File: src/rtl/axi_arbiter_2to1_pkg.sv
// Shared constants for the IFU/LSU to MMU AXI4 arbiter: FSM encoding,
// master indices and AXI response codes.
package axi_arbiter_2to1_pkg;

    localparam logic [1:0] ST_IDLE   = 2'd0;
    localparam logic [1:0] ST_IFU_RD = 2'd1;
    localparam logic [1:0] ST_LSU_RD = 2'd2;
    localparam logic [1:0] ST_LSU_WR = 2'd3;

    localparam logic MST_IFU = 1'b0;
    localparam logic MST_LSU = 1'b1;

    localparam logic [1:0] RESP_OKAY   = 2'b00;
    localparam logic [1:0] RESP_SLVERR = 2'b10;
    localparam logic [1:0] RESP_DECERR = 2'b11;

endpackage

File: src/rtl/axi_arbiter_2to1.sv
// Two-master AXI4 arbiter (IFU read-only, LSU read/write) onto the MMU's
// virtual-side port; one transaction in flight, round-robin on read ties.
module axi_arbiter_2to1
    import axi_arbiter_2to1_pkg::*;
#(
    parameter int ADDR_W = 32,
    parameter int DATA_W = 32,
    parameter int ID_W   = 4
) (
    input  logic                clock,
    input  logic                reset,

    input  logic                ifu_arvalid,
    output logic                ifu_arready,
    input  logic [ADDR_W-1:0]   ifu_araddr,
    input  logic [ID_W-1:0]     ifu_arid,
    input  logic [7:0]          ifu_arlen,
    input  logic [2:0]          ifu_arsize,
    input  logic [1:0]          ifu_arburst,
    output logic                ifu_rvalid,
    input  logic                ifu_rready,
    output logic [1:0]          ifu_rresp,
    output logic [DATA_W-1:0]   ifu_rdata,
    output logic                ifu_rlast,
    output logic [ID_W-1:0]     ifu_rid,

    input  logic                lsu_arvalid,
    output logic                lsu_arready,
    input  logic [ADDR_W-1:0]   lsu_araddr,
    input  logic [ID_W-1:0]     lsu_arid,
    input  logic [7:0]          lsu_arlen,
    input  logic [2:0]          lsu_arsize,
    input  logic [1:0]          lsu_arburst,
    output logic                lsu_rvalid,
    input  logic                lsu_rready,
    output logic [1:0]          lsu_rresp,
    output logic [DATA_W-1:0]   lsu_rdata,
    output logic                lsu_rlast,
    output logic [ID_W-1:0]     lsu_rid,
    input  logic                lsu_awvalid,
    output logic                lsu_awready,
    input  logic [ADDR_W-1:0]   lsu_awaddr,
    input  logic [ID_W-1:0]     lsu_awid,
    input  logic [7:0]          lsu_awlen,
    input  logic [2:0]          lsu_awsize,
    input  logic [1:0]          lsu_awburst,
    input  logic                lsu_wvalid,
    output logic                lsu_wready,
    input  logic [DATA_W-1:0]   lsu_wdata,
    input  logic [DATA_W/8-1:0] lsu_wstrb,
    input  logic                lsu_wlast,
    output logic                lsu_bvalid,
    input  logic                lsu_bready,
    output logic [1:0]          lsu_bresp,
    output logic [ID_W-1:0]     lsu_bid,

    output logic                m_arvalid,
    input  logic                m_arready,
    output logic [ADDR_W-1:0]   m_araddr,
    output logic [ID_W-1:0]     m_arid,
    output logic [7:0]          m_arlen,
    output logic [2:0]          m_arsize,
    output logic [1:0]          m_arburst,
    input  logic                m_rvalid,
    output logic                m_rready,
    input  logic [1:0]          m_rresp,
    input  logic [DATA_W-1:0]   m_rdata,
    input  logic                m_rlast,
    input  logic [ID_W-1:0]     m_rid,
    output logic                m_awvalid,
    input  logic                m_awready,
    output logic [ADDR_W-1:0]   m_awaddr,
    output logic [ID_W-1:0]     m_awid,
    output logic [7:0]          m_awlen,
    output logic [2:0]          m_awsize,
    output logic [1:0]          m_awburst,
    output logic                m_wvalid,
    input  logic                m_wready,
    output logic [DATA_W-1:0]   m_wdata,
    output logic [DATA_W/8-1:0] m_wstrb,
    output logic                m_wlast,
    input  logic                m_bvalid,
    output logic                m_bready,
    input  logic [1:0]          m_bresp,
    input  logic [ID_W-1:0]     m_bid
);

    logic [1:0] state, state_nxt;
    logic       last_rd, last_rd_nxt;
    logic       gnt_ifu, gnt_lsu_rd, gnt_wr;

    // Writes win outright; read ties go to whoever did not read last.
    always_comb begin
        state_nxt   = state;
        last_rd_nxt = last_rd;
        case (state)
            ST_IDLE: begin
                if (lsu_awvalid) begin
                    state_nxt = ST_LSU_WR;
                end else if (ifu_arvalid && lsu_arvalid) begin
                    state_nxt   = (last_rd == MST_LSU) ? ST_IFU_RD : ST_LSU_RD;
                    last_rd_nxt = ~last_rd;
                end else if (ifu_arvalid) begin
                    state_nxt   = ST_IFU_RD;
                    last_rd_nxt = MST_IFU;
                end else if (lsu_arvalid) begin
                    state_nxt   = ST_LSU_RD;
                    last_rd_nxt = MST_LSU;
                end
            end
            ST_IFU_RD, ST_LSU_RD: begin
                if (m_rvalid && m_rready && m_rlast) state_nxt = ST_IDLE;
            end
            ST_LSU_WR: begin
                if (m_bvalid && m_bready) state_nxt = ST_IDLE;
            end
            default: state_nxt = ST_IDLE;
        endcase
    end

    always_ff @(posedge clock) begin
        if (reset) begin
            state   <= ST_IDLE;
            last_rd <= MST_LSU;
        end else begin
            state   <= state_nxt;
            last_rd <= last_rd_nxt;
        end
    end

    assign gnt_ifu    = (state == ST_IFU_RD);
    assign gnt_lsu_rd = (state == ST_LSU_RD);
    assign gnt_wr     = (state == ST_LSU_WR);

    always_comb begin
        m_araddr  = '0;
        m_arid    = '0;
        m_arlen   = '0;
        m_arsize  = '0;
        m_arburst = '0;
        if (gnt_ifu) begin
            m_araddr  = ifu_araddr;
            m_arid    = ifu_arid;
            m_arlen   = ifu_arlen;
            m_arsize  = ifu_arsize;
            m_arburst = ifu_arburst;
        end else if (gnt_lsu_rd) begin
            m_araddr  = lsu_araddr;
            m_arid    = lsu_arid;
            m_arlen   = lsu_arlen;
            m_arsize  = lsu_arsize;
            m_arburst = lsu_arburst;
        end
    end

    assign m_arvalid   = (gnt_ifu & ifu_arvalid) | (gnt_lsu_rd & lsu_arvalid);
    assign ifu_arready = gnt_ifu & m_arready;
    assign lsu_arready = gnt_lsu_rd & m_arready;

    assign m_rready   = (gnt_ifu & ifu_rready) | (gnt_lsu_rd & lsu_rready);
    assign ifu_rvalid = gnt_ifu & m_rvalid;
    assign ifu_rresp  = m_rresp;
    assign ifu_rdata  = m_rdata;
    assign ifu_rlast  = m_rlast;
    assign ifu_rid    = m_rid;
    assign lsu_rvalid = gnt_lsu_rd & m_rvalid;
    assign lsu_rresp  = m_rresp;
    assign lsu_rdata  = m_rdata;
    assign lsu_rlast  = m_rlast;
    assign lsu_rid    = m_rid;

    assign m_awvalid   = gnt_wr & lsu_awvalid;
    assign m_awaddr    = gnt_wr ? lsu_awaddr  : '0;
    assign m_awid      = gnt_wr ? lsu_awid    : '0;
    assign m_awlen     = gnt_wr ? lsu_awlen   : '0;
    assign m_awsize    = gnt_wr ? lsu_awsize  : '0;
    assign m_awburst   = gnt_wr ? lsu_awburst : '0;
    assign lsu_awready = gnt_wr & m_awready;

    assign m_wvalid   = gnt_wr & lsu_wvalid;
    assign m_wdata    = gnt_wr ? lsu_wdata : '0;
    assign m_wstrb    = gnt_wr ? lsu_wstrb : '0;
    assign m_wlast    = gnt_wr & lsu_wlast;
    assign lsu_wready = gnt_wr & m_wready;

    assign m_bready   = gnt_wr & lsu_bready;
    assign lsu_bvalid = gnt_wr & m_bvalid;
    assign lsu_bresp  = m_bresp;
    assign lsu_bid    = m_bid;

    // A response with nothing outstanding means the MMU broke protocol.
    a_no_stray_resp: assert property (@(posedge clock) disable iff (reset)
        !((state == ST_IDLE) && (m_rvalid || m_bvalid)));

endmodule

File: config.mk
export PLATFORM = sky130hd
export DESIGN_NAME = axi_arbiter_2to1
export DESIGN_NICKNAME = d
export VERILOG_FILES = /design/src/rtl/axi_arbiter_2to1_pkg.sv /design/src/rtl/axi_arbiter_2to1.sv
export SDC_FILE = /design/constraint.sdc
export NUM_CORES = 1
export LEC_CHECK = 0
export ABC_CLOCK_PERIOD_IN_PS = 2400
export CORE_AREA = 2 2 185 187
export DETAILED_ROUTE_END_ITERATION = 8
export DIE_AREA = 0 0 187 189
export PLACE_DENSITY = 0.36
export SYNTH_ARGS = -nofsm -noshare
export SYNTH_HDL_FRONTEND = slang
export SYNTH_SLANG_ARGS = --single-unit
File: constraint.sdc
create_clock -name clock -period 2.4 [get_ports clock]
set_clock_uncertainty 0.2 [all_clocks]
set_input_delay 0.48 -clock clock [delete_from_list [all_inputs] [get_ports clock]]
set_output_delay 0.48 -clock clock [all_outputs]
set_load 0.02 [all_outputs]
# After elaboration in Yosys (flattened, before gate mapping)
# Index checks and enable logic that the tools add are counted.
# W data, S select, Z words.
[totals]
word_cells = 64
latch_bits = 0
out_inout_bits = 231
regBits = 3
mem_count = 0
mem_bits_ro = 0
ramBits = 0
input_bits = 243
[classes]
n_mux = 28
n_shift = 0
n_reduce_logical = 9
addsub = 0
n_eq_ne = 6
order_cmp = 0
div_mod_pow = 0
bitwise_logic = 19
n_mul = 0
[op_table]
columns = ["cell", "count"]
rows = [
  ["$mux W32", 4],
  ["$mux W8", 3],
  ["$mux W2", 10],
  ["$mux W4", 4],
  ["$and A1 B1 Y1", 15],
  ["$mux W3", 3],
  ["$pmux W2 S3", 1],
  ["$reduce_and A3 Y1", 2],
  ["$ne A5 B5 Y1 const B", 1],
  ["$eq A2 B2 Y1 const B", 2],
  ["$logic_and A1 B1 Y1", 4],
  ["$mux W1", 3],
  ["$reduce_bool A3 Y1", 1],
  ["$eq A2 B1 Y1 const B", 1],
  ["$logic_not A2 Y1", 1],
  ["$ne A2 B1 Y1 const B", 1],
  ["$ne A2 B2 Y1 const B", 1],
  ["$not A1 Y1", 2],
  ["$or A1 B1 Y1", 2],
  ["$reduce_or A2 Y1", 1],
]

# Depth between registers and ports, before layout
[logic_depth]
ltp_word = 7
mapped_depth = 7
depth_no_buf = 6

# Worst setup path after synthesis
# OpenSTA, ideal clock, no wires.
[synth_timing]
kind = "register -> output"
start = "register state[1]"
end = "output m_araddr[26]"
path_buffers = 2
t_required_ps = 1720
slack_ps = 294
t_arrival_ps = 1426
stages_incl_launch_ff = 7
path_cell_list = "dfxtp_1 inv_1 ha_1 buf_2 nor2b_1 clkbuf_1 a22o_1"
[synth_via]
elab_chain_cells = 3
word_cells_on_any_way = 4
classes_between = "eq/ne (2); mux (2)"
[synth_lines]
columns = ["element", "line_no", "source"]
rows = [
  ["start, declared", "axi_arbiter_2to1.sv:88", "logic [1:0] state, state_nxt;"],
  ["start signal, assigned", "axi_arbiter_2to1.sv:126", "state <= state_nxt;"],
  ["$eq A2 B2 Y1", "axi_arbiter_2to1.sv:132", "assign gnt_lsu_rd = (state == ST_LSU_RD);"],
  ["$mux W32", "axi_arbiter_2to1.sv:147", "end else if (gnt_lsu_rd) begin"],
  ["$mux W32 (*)", "axi_arbiter_2to1.sv:141", "if (gnt_ifu) begin"],
  ["end, declared", "axi_arbiter_2to1.sv:59", "output logic [ADDR_W-1:0] m_araddr,"],
]
# Every way passes the cells marked *; elsewhere a longest branch is shown, timed or not.

# Worst setup path after layout
[layout_timing]
start = "register state[1]"
end = "output m_rready"
[layout_via]
elab_chain_cells = 3
word_cells_on_any_way = 5
classes_between = "eq/ne (2); bitwise (3)"
[layout_lines]
columns = ["element", "line_no", "source"]
rows = [
  ["$eq A2 B1 Y1 / $eq A2 B2 Y1 (equally long branches)", "axi_arbiter_2to1.sv:131, axi_arbiter_2to1.sv:132", ""],
  ["$and A1 B1 Y1", "axi_arbiter_2to1.sv:160", "assign m_rready = (gnt_ifu & ifu_rready) | (gnt_lsu_rd & lsu_rready);"],
  ["$or A1 B1 Y1 (*)", "axi_arbiter_2to1.sv:160", ""],
  ["end, declared", "axi_arbiter_2to1.sv:65", "output logic m_rready,"],
]
# Marks and branches as above.

==> impl_metrics.tcl <==
set metrics [dict create \
    synthTopCellsByArea "buf_4 (29%), and2_1 (28%), nand2_1 (14%)" \
    antenna_found_initial 0 \
    cts_num_sinks 3 \
    clk-insertion-delay-late_ps 220 \
    viasPerCell 3.02 \
    cts.path.max_buffers 2 \
    yosys_warnings 0 \
    synth_commonest_cells "and2_1 (96), buf_4 (85), nand2_1 (80), o21ai_1 (39), clkbuf_1 (20)" \
    grt_max_degree 62 \
    place_congestion 0.723 \
    cap_violations 0 \
    grtUsageTotal_pct 7.17 \
    core-area_mm2 0.0333 \
    startpoint "state[1]" \
    grt_pass1_wl_um 19900 \
    fp.dieW_um 187 \
    total_power_mw 2.61 \
    areaGrowthSynthToFinish_pct 156 \
    final_hold_viol_count 0 \
    ys.flop_type "dfxtp_1" \
    async_flop_share_pct 0 \
    synth_top_area_share_pct 29.3 \
    r2r_cells 8 \
    synth_area_mm2 0.00217 \
    worst-setup-path-type "reg -> out" \
    hold_end "state[0]" \
    cts_inserted_buffers 3 \
    fmaxAchievable_mhz 434 \
    start_kind "register" \
    final_util_pct 16.7 \
    placement.io_buffers 347 \
    crit_chain "inv_1 > ha_4 > buf_12 > a22o_4 > clkdlybuf4s15_2" \
    worstPathMaxFanout 45 \
    crit_buf_inv 3 \
    yosys.area.top_type "buf_4" \
    synth_fp_nets 610 \
    dieArea_mm2 0.0353 \
    cp-end-kind "output port" \
    post-synth-top-count-cell "and2_1" \
    critPathTopFamily "buffers and inverters" \
    cts.clk_slew.worst_paths_ps 30 \
    timing.final.setup_violations 0 \
    synth_edf_count 0 \
    first_pass_iters 4 \
    status "completed" \
    nets 869 \
    synth-seq-area-share_pct 2.76 \
    h-tree-depth 1 \
    die_h_um 189 \
    cts_tree "built" \
    cp_slowest_cell "dfxtp_2" \
    worst_pin_slew_ps 504 \
    worstPathArrival_ps 1620 \
    antenna_left 0 \
    wl_um 13500 \
    syn_area_per_cell_um2 5.99 \
    yosys.cell_types.count 24 \
    synthCells 363 \
    drt_iter0_drc 30 \
    p_per_area_mw_per_mm2 470 \
    layout_setup_ws_ps 95.2 \
    min-delay-path-class "reg -> reg" \
    grt_pass1_vias 3418 \
    post-place-ws_ps -89.0 \
    via_count 3226 \
    worstPathRequired_ps 1720 \
    cp_slowest_stage_delay_ps 370 \
    synth_seq_cells 3 \
    fin_setup_tns_ps 0 \
    clock-root-buffer "clkbuf_16" \
    initial_utilization_pct 6.53 \
    fin_crit_ps 2300 \
    drc 0 \
    hpwl_um 11500 \
    diodes 0 \
    r2r-start "state[0]" \
    grt-ovfl-total 0 \
    whs_path_depth 2 \
    leakagePower_nw 2.50 \
    pin_count 474 \
    period_share_pct 96.0 \
    std_cell_rows 67 \
    finalMaxSlewViolations 0 \
    worstReg2RegEnd "state[1]" \
    wl_per_cell_um 12.6 \
    reg2reg_slack_ps 210 \
    peakVddDrop_mv 0.182 \
    rsz0062_at_grt "true" \
    hp-start "state[0]" \
    drive_above_1_share_pct 11.8 \
    max-slew-margin-rel_pct 66.1 \
]
[layer usage]
layer | vias to the layer above | GRT usage, % | share of wire (%)
li1 | 1573 | - | -
met1 | 1359 | 7.17 | 34
met2 | 268 | 13.3 | 50
met3 | 26 | 3.69 | 13
met4 | 0 | 1.50 | 2.0
met5 | - | 0 | 0
[report_power, final]
group          switching, mW  leakage [nW]  total [mW]  internal (mW)
Sequential            0.0173        0.0255      0.0849         0.0676
Combinational           1.22          2.44        2.26           1.04
Clock                 0.0441        0.0382       0.263          0.219
Total                   1.28          2.50        2.61           1.33
[placed cells by master, fill, tap and decap left out, types with 3 or more instances in the layout]
| cell type | n |
|---|---|
| clkdlybuf4s50_1 | 200 |
| and2_1 | 96 |
| dlygate4sd2_1 | 92 |
| nand2_1 | 80 |
| o21ai_1 | 39 |
| clkbuf_2 | 23 |
| clkdlybuf4s15_2 | 18 |
| buf_4 | 17 |
| a22o_1 | 11 |
| clkdlybuf4s15_1 | 9 |
| nor2b_1 | 3 |
| nand2b_1 | 3 |
| clkbuf_16 | 3 |
| buf_12 | 3 |
[registers in the layout (all words and copies together), names as in the netlist]
name,flops
state,2
last_rd,1
[how the worst max path moves through the flow]
stage          cells past startpoint      endpoint  slack [ps]
2_1_floorplan                      6  m_araddr[26]         290
5_1_grt                            6   m_araddr[9]         -10
3_5_place_dp                       3    ifu_rvalid         -90
4_1_cts                            5     m_arvalid           9
6_report                           5      m_rready         100
3_3_place_gp                       4   m_araddr[4]         -80
[layout make-up]
type                       count  area, um2
clock buffer                   4       78.8
fill                        3862      27700
inverter                       2       7.51
multi-input combinational    248       1410
sequential                     3       62.6
tap                          448        561
timing repair buffer         364       3440
[metrics by stage]
step	hold WS, ps	std cells	area, um2
2_1_floorplan	284	363	2170
3_3_place_gp	341	1064	5640
3_5_place_dp	343	1064	5640
4_1_cts	320	1069	5640
5_1_grt	350	1069	5560
6_report	314	1069	5560
[timing repair]
item | 4_1_cts | 5_1_grt
buffers inserted | 0 | 0
endpoints found under the setup margin | 142 | 49
resized for setup | 189 | 50
hold buffers | 0 | 0
cloned | 1 | 0
[logic make-up (layout without fill, tap and decap cells)]
| kind of cell | after synthesis | in the layout | synth area share (%) |
|---|---|---|---|
| AO/OA/AOI/OAI | 57 | 57 | 16.1 |
| AND/OR/NAND/NOR | 185 | 185 | 43.8 |
| adder cells (fa/ha/maj) | 4 | 4 | 2.30 |
| buffers and inverters | 112 | 370 | 34.1 |
| multiplexers | 2 | 2 | 0.921 |
| flip-flops | 3 | 3 | 2.76 |
[tightest hold or removal path: cells and delay by family, from the launching register on]
kind	cells	cell delay (ps)
multiplexers	1	70
AND/OR/NAND/NOR	1	70
flip-flops	1	330
Power figures use the tool's default switching activity.
